## src/rtl/cache_pkg.sv

```systemverilog
// Shared types and constants for the N-way data cache.
package cache_pkg;

    typedef enum logic [1:0] {
        IDLE   = 2'd0,
        WB     = 2'd1,
        REFILL = 2'd2
    } state_t;

    localparam logic [2:0] F3_B  = 3'b000;
    localparam logic [2:0] F3_H  = 3'b001;
    localparam logic [2:0] F3_W  = 3'b010;
    localparam logic [2:0] F3_BU = 3'b100;
    localparam logic [2:0] F3_HU = 3'b101;

    localparam logic [1:0] RESULTSRC_LOAD = 2'b01;

    // Index width that stays at least one bit wide for degenerate sizes.
    function automatic int unsigned clog2_min1(input int unsigned n);
        return (n > 1) ? $clog2(n) : 1;
    endfunction

endpackage

```

## src/rtl/cache_lane_merge.sv

```systemverilog
// Load extract/extend and store byte-lane merge for one 32-bit word.
module cache_lane_merge
    import cache_pkg::*;
(
    input  logic [2:0]  funct3,
    input  logic [1:0]  lane,
    input  logic [31:0] word,
    input  logic [31:0] store_data,
    output logic [31:0] load_data,
    output logic [31:0] merged
);

    logic [7:0]  byte_val;
    logic [15:0] half_val;

    // Select the addressed lane, extend for loads, overlay for stores.
    always_comb begin
        byte_val  = 8'(word >> {lane, 3'b000});
        half_val  = lane[1] ? word[31:16] : word[15:0];
        load_data = word;
        case (funct3)
            F3_B:    load_data = {{24{byte_val[7]}}, byte_val};
            F3_H:    load_data = {{16{half_val[15]}}, half_val};
            F3_BU:   load_data = {24'd0, byte_val};
            F3_HU:   load_data = {16'd0, half_val};
            default: load_data = word;
        endcase
        merged = word;
        case (funct3)
            F3_B: begin
                case (lane)
                    2'd0:    merged[7:0]   = store_data[7:0];
                    2'd1:    merged[15:8]  = store_data[7:0];
                    2'd2:    merged[23:16] = store_data[7:0];
                    default: merged[31:24] = store_data[7:0];
                endcase
            end
            F3_H: begin
                if (lane[1]) merged[31:16] = store_data[15:0];
                else         merged[15:0]  = store_data[15:0];
            end
            default: merged = store_data;
        endcase
    end

endmodule

```

## src/rtl/cache_nway.sv

```systemverilog
// N-way set-associative write-back, write-allocate data cache with req/ack refill.
module cache_nway
    import cache_pkg::*;
#(
    parameter int unsigned DATA_WIDTH = 32,
    parameter int unsigned ADDR_WIDTH = 32,
    parameter int unsigned SETS       = 8,
    parameter int unsigned WAYS       = 2,
    parameter int unsigned LINE_WORDS = 4
) (
    input  logic                  clk_i,
    input  logic                  rst_i,
    input  logic                  MemWriteM_i,
    input  logic [1:0]            ResultSrcM_i,
    input  logic [2:0]            funct3_i,
    input  logic [ADDR_WIDTH-1:0] addr_i,
    input  logic [DATA_WIDTH-1:0] data_i,
    output logic [DATA_WIDTH-1:0] data_o,
    output logic                  stall_o,
    output logic                  cache_miss_o,
    output logic                  mem_req_o,
    output logic                  mem_we_o,
    output logic [ADDR_WIDTH-1:0] mem_addr_o,
    output logic [DATA_WIDTH-1:0] mem_wdata_o,
    input  logic [DATA_WIDTH-1:0] mem_rdata_i,
    input  logic                  mem_ack_i
);

    localparam int unsigned OFF    = $clog2(LINE_WORDS) + 2;
    localparam int unsigned IDX    = $clog2(SETS);
    localparam int unsigned TAG_W  = ADDR_WIDTH - OFF - IDX;
    localparam int unsigned WAY_W  = clog2_min1(WAYS);
    localparam int unsigned WORD_W = clog2_min1(LINE_WORDS);
    localparam logic [WORD_W-1:0] LAST_BEAT = WORD_W'(LINE_WORDS - 1);

    logic [TAG_W-1:0]      tag_q   [SETS][WAYS];
    logic                  valid_q [SETS][WAYS];
    logic                  dirty_q [SETS][WAYS];
    logic [DATA_WIDTH-1:0] data_q  [SETS][WAYS][LINE_WORDS];
    logic [WAY_W-1:0]      rr_q    [SETS];

    state_t            state_q, state_d;
    logic [WORD_W-1:0] beat_q, beat_d;
    logic [WAY_W-1:0]  victim_q, victim_d;
    logic              use_inv_q, use_inv_d;

    logic              access, is_load, hit, inv_found;
    logic [TAG_W-1:0]  tag;
    logic [IDX-1:0]    idx;
    logic [WORD_W-1:0] word_idx;
    logic [WAY_W-1:0]  hit_way, inv_way, victim_sel;
    logic [31:0]       hit_word, load_data, merged;
    logic              store_en, fill_en, fill_done;

    assign is_load  = (ResultSrcM_i == RESULTSRC_LOAD);
    assign access   = MemWriteM_i | is_load;
    assign tag      = TAG_W'(addr_i >> (OFF + IDX));
    assign idx      = IDX'(addr_i >> OFF);
    assign word_idx = WORD_W'((addr_i >> 2) & ADDR_WIDTH'(LINE_WORDS - 1));

    // Tag match and lowest-index invalid way for the addressed set.
    always_comb begin
        hit       = 1'b0;
        hit_way   = '0;
        inv_found = 1'b0;
        inv_way   = '0;
        for (int w = 0; w < int'(WAYS); w++) begin
            if (valid_q[idx][w] && (tag_q[idx][w] == tag)) begin
                hit     = 1'b1;
                hit_way = WAY_W'(w);
            end
            if (!valid_q[idx][w] && !inv_found) begin
                inv_found = 1'b1;
                inv_way   = WAY_W'(w);
            end
        end
        victim_sel = inv_found ? inv_way : rr_q[idx];
        hit_word   = data_q[idx][hit_way][word_idx];
    end

    cache_lane_merge u_lane_merge (
        .funct3     (funct3_i),
        .lane       (addr_i[1:0]),
        .word       (hit_word),
        .store_data (data_i),
        .load_data  (load_data),
        .merged     (merged)
    );

    // Next-state, memory beat and stall generation; reset forces outputs low.
    always_comb begin
        state_d      = state_q;
        beat_d       = beat_q;
        victim_d     = victim_q;
        use_inv_d    = use_inv_q;
        stall_o      = 1'b0;
        cache_miss_o = 1'b0;
        mem_req_o    = 1'b0;
        mem_we_o     = 1'b0;
        mem_addr_o   = '0;
        mem_wdata_o  = '0;
        data_o       = '0;
        store_en     = 1'b0;
        fill_en      = 1'b0;
        fill_done    = 1'b0;
        case (state_q)
            IDLE: begin
                if (access) begin
                    if (hit) begin
                        store_en = MemWriteM_i;
                        if (is_load) data_o = load_data;
                    end else begin
                        stall_o      = 1'b1;
                        cache_miss_o = 1'b1;
                        victim_d     = victim_sel;
                        use_inv_d    = inv_found;
                        beat_d       = '0;
                        state_d      = (valid_q[idx][victim_sel] && dirty_q[idx][victim_sel])
                                       ? WB : REFILL;
                    end
                end
            end
            WB: begin
                stall_o     = 1'b1;
                mem_req_o   = 1'b1;
                mem_we_o    = 1'b1;
                mem_addr_o  = (ADDR_WIDTH'(tag_q[idx][victim_q]) << (OFF + IDX))
                            | (ADDR_WIDTH'(idx) << OFF) | (ADDR_WIDTH'(beat_q) << 2);
                mem_wdata_o = data_q[idx][victim_q][beat_q];
                if (mem_ack_i) begin
                    if (beat_q == LAST_BEAT) begin
                        beat_d  = '0;
                        state_d = REFILL;
                    end else begin
                        beat_d = beat_q + 1'b1;
                    end
                end
            end
            REFILL: begin
                stall_o    = 1'b1;
                mem_req_o  = 1'b1;
                mem_addr_o = (ADDR_WIDTH'(tag) << (OFF + IDX))
                           | (ADDR_WIDTH'(idx) << OFF) | (ADDR_WIDTH'(beat_q) << 2);
                if (mem_ack_i) begin
                    fill_en = 1'b1;
                    if (beat_q == LAST_BEAT) begin
                        fill_done = 1'b1;
                        beat_d    = '0;
                        state_d   = IDLE;
                    end else begin
                        beat_d = beat_q + 1'b1;
                    end
                end
            end
            default: state_d = IDLE;
        endcase
        if (rst_i) begin
            stall_o      = 1'b0;
            cache_miss_o = 1'b0;
            mem_req_o    = 1'b0;
            data_o       = '0;
            store_en     = 1'b0;
            fill_en      = 1'b0;
            fill_done    = 1'b0;
        end
    end

    // FSM state, beat counter and captured victim.
    always_ff @(posedge clk_i) begin
        if (rst_i) begin
            state_q   <= IDLE;
            beat_q    <= '0;
            victim_q  <= '0;
            use_inv_q <= 1'b0;
        end else begin
            state_q   <= state_d;
            beat_q    <= beat_d;
            victim_q  <= victim_d;
            use_inv_q <= use_inv_d;
        end
    end

    // Valid/dirty bits and round-robin pointers.
    always_ff @(posedge clk_i) begin
        if (rst_i) begin
            for (int s = 0; s < int'(SETS); s++) begin
                rr_q[s] <= '0;
                for (int w = 0; w < int'(WAYS); w++) begin
                    valid_q[s][w] <= 1'b0;
                    dirty_q[s][w] <= 1'b0;
                end
            end
        end else begin
            if (store_en) dirty_q[idx][hit_way] <= 1'b1;
            if (fill_done) begin
                valid_q[idx][victim_q] <= 1'b1;
                dirty_q[idx][victim_q] <= 1'b0;
                if (!use_inv_q) rr_q[idx] <= WAY_W'((32'(victim_q) + 1) % WAYS);
            end
        end
    end

    // Tag and data storage: store merge on hit, refill beat writes.
    always_ff @(posedge clk_i) begin
        if (store_en)  data_q[idx][hit_way][word_idx] <= merged;
        if (fill_en)   data_q[idx][victim_q][beat_q]  <= mem_rdata_i;
        if (fill_done) tag_q[idx][victim_q]           <= tag;
    end

endmodule

```

## config.mk

```make
export PLATFORM = sky130hd
export DESIGN_NAME = cache_nway
export DESIGN_NICKNAME = d
export VERILOG_FILES = /design/src/rtl/cache_pkg.sv /design/src/rtl/cache_lane_merge.sv /design/src/rtl/cache_nway.sv
export SDC_FILE = /design/constraint.sdc
export NUM_CORES = 2
export LEC_CHECK = 0
export ABC_CLOCK_PERIOD_IN_PS = 12600
export CAP_MARGIN = 0
export CORE_UTILIZATION = 60
export CTS_CLUSTER_SIZE = 25
export DETAILED_ROUTE_END_ITERATION = 16
export PLACE_DENSITY = 0.77
export SYNTH_ARGS = -nofsm -noshare
export SYNTH_HDL_FRONTEND = slang
export SYNTH_SLANG_ARGS = --single-unit
export TNS_END_PERCENT = 1
```

## constraint.sdc

```tcl
create_clock -name clk_i -period 12.6 [get_ports clk_i]
set_input_delay 3.78 -clock clk_i [delete_from_list [all_inputs] [get_ports clk_i]]
set_output_delay 3.78 -clock clk_i [all_outputs]
set_load 0.02 [all_outputs]
```

Word level (Yosys, flattened, before mapping)
Memories as Yosys holds them, arrays and structs flattened.
Cells that the tools add are included.

storage, ports and cells
  register bits after elaboration = 6
  memories = 5
  bits in writable memories = 2,488
  word-level logic and storage cells = 703

cells by class
  multiplexer cells = 374
  shift-type cells = 1
  bitwise operators = 269
  order comparisons = 9
  reductions and logical operators = 21
  equal/unequal tests = 18
  add/subtract/negate cells = 2

memory list
  name     depth  width  read ports  clocked after memory_dff  wr ports  RTL line          RTL
  data_q   8      256    1           0                         1         cache_nway.sv:39  logic [DATA_WIDTH-1:0] data_q [SETS][WAYS][LINE_WORDS];
  tag_q    8      50     1           0                         1         cache_nway.sv:36  logic [TAG_W-1:0] tag_q [SETS][WAYS];
  dirty_q  8      2      1           0                         8         cache_nway.sv:38  logic dirty_q [SETS][WAYS];
  valid_q  8      2      1           0                         8         cache_nway.sv:37  logic valid_q [SETS][WAYS];
  rr_q     8      1      1           0                         8         cache_nway.sv:40  logic [WAY_W-1:0] rr_q [SETS];

operators by type and width
  cell                                                                    count
  128-bit two-way mux                                                     8
  256-bit two-way mux                                                     2
  32-bit two-way mux                                                      12
  1-bit two-way mux                                                       305
  1-bit OR                                                                259
  128-bit demux with 1-bit select                                         2
  32-bit binary-select mux with 2-bit select                              2
  32-bit demux with 2-bit select                                          2
  32-bit case mux with 2 select lines                                     2
  32-bit case mux with 4 select lines                                     1
  25-bit two-way mux                                                      4
  32-bit by 4-bit OR with 32-bit output                                   2
  32-bit by 7-bit OR with 32-bit output                                   2
  25-bit equality test                                                    2
  50-bit two-way mux                                                      1
  16-bit two-way mux                                                      3
  2-bit two-way mux                                                       17
  8-bit two-way mux                                                       4
  32-bit by 5-bit right shift with 8-bit output                           1
  25-bit demux with 1-bit select                                          1
  2-bit inequality test (second input constant)                           6
  3-bit two-way mux                                                       3
  1-bit logical AND                                                       8
  2-bit by 1-bit equality test with 1-bit output (second input constant)  3
  other kinds (27)                                                        42

Depth between registers and ports, before layout
An unclocked memory read counts as a cell.

  word-level depth = 18
  gate-level depth with buffers = 21
  depth with buffers taken out = 11

Modules after synthesis
A second synthesis with hierarchy kept.

unflattened totals
  cell total of the unflattened synthesis = 6,095
  area total of the unflattened synthesis = 102,284.3 um^2

modules (own cells, without submodules)
  module            area an instance (um^2)  times used  cells an instance
  cache_nway        100,959.3                1           5,859
  cache_lane_merge  1,325.0                  1           236

Worst setup path before layout
No wires, ideal clock.

  path type = input -> output
  from = input port addr_i[6]
  to = output port data_o[1]
  stages on the path = 20
  slack = 0.700 ns
  data required time = 8.820 ns
  arrival time = 8.120 ns
  buffers on the path = 10
  cell sequence = buf_2 > buf_6 > buf_4 > buf_4 > buf_2 > buf_4 > nor2_1 > clkbuf_1 > buf_2 > buf_1 > clkbuf_1 > a22oi_1 > nand4_1 > nand2_1 > o21ai_0 > mux2i_1 > nand4b_1 > nor2_1 > o21a_1 > a2111oi_0

between the ends
  longest elaborated chain between the ends = 18
  elaborated cells between the ends (all ways) = 25
  classes of those cells = eq/ne: 2; shift: 1; mux: 16; bitwise: 1; reduce/logical: 2; memory: 3

RTL lines
  item                                                                                        RTL line                                        RTL
  from (decl)                                                                                 cache_nway.sv:16                                input logic [ADDR_WIDTH-1:0] addr_i,
  memory 8 x 50 bit                                                                           -
  25-bit equality test                                                                        cache_nway.sv:68                                if (valid_q[idx][w] && (tag_q[idx][w] == tag)) begin
  1-bit logical AND                                                                           cache_nway.sv:68
  1-bit two-way mux                                                                           cache_nway.sv:68
  1-bit NOT with 2-bit output (implied by the code)                                           cache_nway.sv:78                                hit_word = data_q[idx][hit_way][word_idx];
  128-bit two-way mux (implied by the code) (3 in a row)                                      cache_nway.sv:78
  32-bit binary-select mux with 2-bit select                                                  cache_nway.sv:78
  32-bit two-way mux (implied by the code) (2 in a row)                                       cache_nway.sv:78
  32-bit by 5-bit right shift with 8-bit output / 16-bit two-way mux (equally long branches)  cache_lane_merge.sv:18, cache_lane_merge.sv:19
  32-bit case mux with 4 select lines                                                         cache_lane_merge.sv:21                          case (funct3)
  32-bit two-way mux                                                                          cache_nway.sv:111                               if (is_load) data_o = load_data;
  32-bit two-way mux (*)                                                                      cache_nway.sv:109                               if (hit) begin
  32-bit two-way mux (*)                                                                      cache_nway.sv:108                               if (access) begin
  32-bit two-way mux (*)                                                                      cache_nway.sv:106                               case (state_q)
  32-bit two-way mux (*)                                                                      cache_nway.sv:157                               if (rst_i) begin
  to (decl)                                                                                   cache_nway.sv:18                                output logic [DATA_WIDTH-1:0] data_o,

Every way passes the cells marked *; elsewhere a longest branch is shown, timed or not. The select of a mux whose other input is x is not followed.

Worst setup path in the final report
  from = input port addr_i[4]
  to = output port data_o[4]

Same word-level chain as after synthesis.

==> impl_metrics.ini <==
[timing]
tns_ps = -55.8
max_freq_mhz = 79.1
timing.final.ws_setup_ps = -36.9
finClkSkew_ps = 55.8
drv_slew = 0
tightest_slew_ps = 1480
final-setup-viol-count = 3
timing.final.hold_violations = 0
fin_crit_ps = 12640
rsz0062_at_grt = yes
layout_worst_path_cycle_share_pct = 100
slew_headroom_pct = 1.39

[final_layout]
multi_input_logic_area_sq_um = 25700
nets = 6741
n_fill_cell = 10474
finish.instance_area_sq_um = 116000
syn_to_final_growth_pct = 14.7
area.sequential_sq_um = 74700
drive_above_1_share_pct = 20.0

[drt]
dr_iter_0_viols = 13157
drt_wl_total_um = 361000
wl_per_cell_um = 39.9
avgViaCountPerCell = 7.56
total_via_count_in_the_routed_design = 68376
drt.antenna.violating_nets = 0
drc = 0
drtPass1Iterations = 8

[floorplan]
core_box_area_sq_um = 168000
dieWidth_um = 413
initial_core_utilization_pct = 60.6
pin_count = 205
die_area_sq_um = 171000
die_height_um = 413
fp-row-count = 150

[yosys]
async_flop_share_pct = 0
synth-edff-count = 2472
ys_ff_latch = 2494
synth_area_leaders = sky130_fd_sc_hd__edfxtp_1 73%, sky130_fd_sc_hd__a22oi_1 3.8%, sky130_fd_sc_hd__mux2_2 3.5%
synth_warn = 0
count_of_cell_types_in_the_netlist = 73
netlist_area_sq_um = 102000
syn-instance-count = 6242
synth_seq_area_share_pct = 73.6
synthesis.area_per_instance_sq_um = 16.3
library_cell_occupying_the_most_area_in_the_post_synthesis_netlist = sky130_fd_sc_hd__edfxtp_1
synth.top_cell.area_share_pct = 73.1
dominantRegCellSynth = sky130_fd_sc_hd__edfxtp_1

[global_route]
grt_usage_pct = 42.0
overflow = 0
grt_start_max_net_pins = 90
antenna_found_initial = 23
grt_pass1_wl_um = 494000
first_global_vias = 64267

[clock_tree]
tritoncts.num_buffers = 232
ctsHoldBuffers = 0
cts_max_level = 4
cts.reportedPaths.clkPinSlew_ps = 60
post_cts.repair.setup_buffers = 0
cts_tree = done
cts-root-to-sink-buffers = 3
clock-sinks = 2494
clock_tree_root_buffer_cell = sky130_fd_sc_hd__clkbuf_16
clk_latency_ps = 920

[placement]
place_area_sq_um = 109000
place.detailed.hpwl_um = 222000
gp_congestion = 1.02
io_buffers = 202

[hold_path]
worstHoldPathType = reg2reg
hold_path_depth = 1

[outcome]
status = finished, violations left
failed_checks = setup timing

[setup_path]
wp_depth = 20
slowest_delay_ps = 530
cp_data_arrival_time_ps = 8860
worst_path_max_delay_cell = sky130_fd_sc_hd__mux4_2
critPathBufInv = 9
path_class = in2out
top_family_by_delay_on_critical_path = buffers and inverters
critPathMaxFanout = 21
crit_top_cell = sky130_fd_sc_hd__buf_4
crit_required_ps = 8820
crit_path_cell_trace = buf_8 -> buf_12 -> mux4_2 -> mux2i_2 -> xor2_1 -> nand3_1 -> or4_4 -> buf_4 -> nor4_4 -> buf_6 -> buf_12 -> buf_4 -> mux2_2 -> a211oi_4 -> buf_4 -> mux2i_1 -> buf_4 -> o22ai_1 -> a211oi_1 -> buf_4
r2r_cells = 14
crit_path_start_kind = input pin
critPathCaptureType = output pin

[job]
maxCapViolCount = 0

[pwr]
total_leakage_power_nw = 37.8
power_after_layout_mw = 18.0
ir_drop_mv = 0.141
power.density_cell_area_nw_per_um2 = 154
[metrics by stage]
step                worst slack, ps  util [%]  hold slack, ps  instances
floorplan                       700         -             418       6243
finish                        -36.9      69.5             450       9050
CTS                            3.69      69.4             449       9034
global placement               -298      64.8             427       8598
global route                  -69.6      69.4             467       9034
detailed placement             -263      64.8             435       8598
[power breakdown]
part | total [mW] | leakage, nW | switching, mW | internal, mW
Sequential | 9.25 | 22.4 | 0.00675 | 9.24
Combinational | 1.66 | 11.7 | 1.14 | 0.527
Clock | 7.04 | 3.70 | 3.15 | 3.89
Total | 18.0 | 37.8 | 4.30 | 13.7
[worst reg2reg max path: stages (launching register included)]
cell and delay (ps):
sky130_fd_sc_hd__edfxtp_1 370, sky130_fd_sc_hd__mux4_2 480, sky130_fd_sc_hd__mux2i_2 250, sky130_fd_sc_hd__xnor2_2 160
sky130_fd_sc_hd__or3_1 420, sky130_fd_sc_hd__or4_4 500, sky130_fd_sc_hd__buf_4 160, sky130_fd_sc_hd__nor4_4 310
sky130_fd_sc_hd__buf_6 200, sky130_fd_sc_hd__a31oi_2 70, sky130_fd_sc_hd__buf_4 180, sky130_fd_sc_hd__nor3_1 740
sky130_fd_sc_hd__a21boi_2 470, sky130_fd_sc_hd__nor2_4 900, sky130_fd_sc_hd__buf_4 580
[sequential cells by signal, indices dropped and copies added, names as in the netlist]
| register | cells |
|---|---|
| tag_q | 400 |
| beat_q | 2 |
| valid_q | 16 |
| rr_q | 8 |
| victim_q | 1 |
| dirty_q | 16 |
| state_q | 2 |
| use_inv_q | 1 |
| data_q | 2048 |
[layout make-up]
class	instances	share of cell area, %
Clock buffer	285	5.20
Tap cell	2204	2.37
Timing Repair Buffer	599	4.65
Multi-Input combinational cell	3255	22.1
Clock inverter	151	1.36
Inverter	46	0.153
Antenna cell	16	0.0344
Sequential cell	2494	64.2
[layer usage]
layer | wire [um] | track usage, %
met5 | 353 | 0.537
met4 | 28700 | 26.9
met3 | 65300 | 16.7
met2 | 152000 | 59.4
met1 | 115000 | 54.2
[cells by family (layout without fill, tap and decap cells)]
kind of cell / Yosys count / in the layout / synth area share [%]
flops: 2494 / 2494 / 73.6
compound gates: 1597 / 1597 / 11.4
simple gates: 979 / 979 / 4.41
mux: 632 / 632 / 8.23
buf+inv: 494 / 1081 / 2.00
xor+xnor: 37 / 37 / 0.319
fa+ha+maj: 8 / 8 / 0.0986
other cells: 1 / 18 / 0.00369
[final timing paths]
| kind | from | to | slack (ps) |
|---|---|---|---|
| worst min-delay path | valid_q[4][0] | valid_q[4][0] | 450 |
| worst min register to register | valid_q[4][0] | valid_q[4][0] | 450 |
| worst max register to register | tag_q[5][0] | data_q[7][221] | 6370 |
| worst max-delay path | addr_i[4] | data_o[4] | -40 |
[cell usage in the layout (no fill, tap or decap), types with 40 or more instances in the layout]
| cell type | synthesis | final |
|---|---|---|
| sky130_fd_sc_hd__a21oi_1 | 275 | 270 |
| sky130_fd_sc_hd__clkdlybuf4s50_1 | 0 | 156 |
| sky130_fd_sc_hd__clkinv_1 | 7 | 64 |
| sky130_fd_sc_hd__mux2_2 | 317 | 317 |
| sky130_fd_sc_hd__a211oi_1 | 54 | 51 |
| sky130_fd_sc_hd__nor2_1 | 418 | 332 |
| sky130_fd_sc_hd__mux4_2 | 130 | 130 |
| sky130_fd_sc_hd__edfxtp_1 | 2472 | 2472 |
| sky130_fd_sc_hd__nand3_1 | 56 | 56 |
| sky130_fd_sc_hd__a22o_1 | 110 | 110 |
| sky130_fd_sc_hd__clkbuf_16 | 0 | 233 |
| sky130_fd_sc_hd__o21ai_0 | 144 | 137 |
| sky130_fd_sc_hd__mux2i_1 | 185 | 182 |
| sky130_fd_sc_hd__buf_4 | 18 | 388 |
| sky130_fd_sc_hd__a22oi_1 | 508 | 508 |
| sky130_fd_sc_hd__a21o_1 | 40 | 40 |
| sky130_fd_sc_hd__a221oi_1 | 278 | 273 |
| sky130_fd_sc_hd__clkinv_2 | 0 | 40 |
| sky130_fd_sc_hd__nand4_1 | 64 | 64 |
| sky130_fd_sc_hd__clkbuf_1 | 279 | 49 |
| sky130_fd_sc_hd__nand2_1 | 239 | 231 |
| sky130_fd_sc_hd__and3_1 | 69 | 68 |
| sky130_fd_sc_hd__nor2_4 | 0 | 84 |
[what timing repair did]
item | 4_1_cts | 5_1_grt
pin swaps | 0 | 1
resized for setup | 20 | 19
setup endpoints to repair | 19 | 16
[synth_stat cells (all sizes together) (110+ instances only)]
cell type,instances
edfxtp,2472
mux4,130
a221oi,278
a21oi,275
mux2i,185
nor2,418
mux2,317
buf,169
o21ai,150
clkbuf,279
a22oi,508
nand2,239
a22o,110
Note: power is estimated with default switching activity, not from simulation.
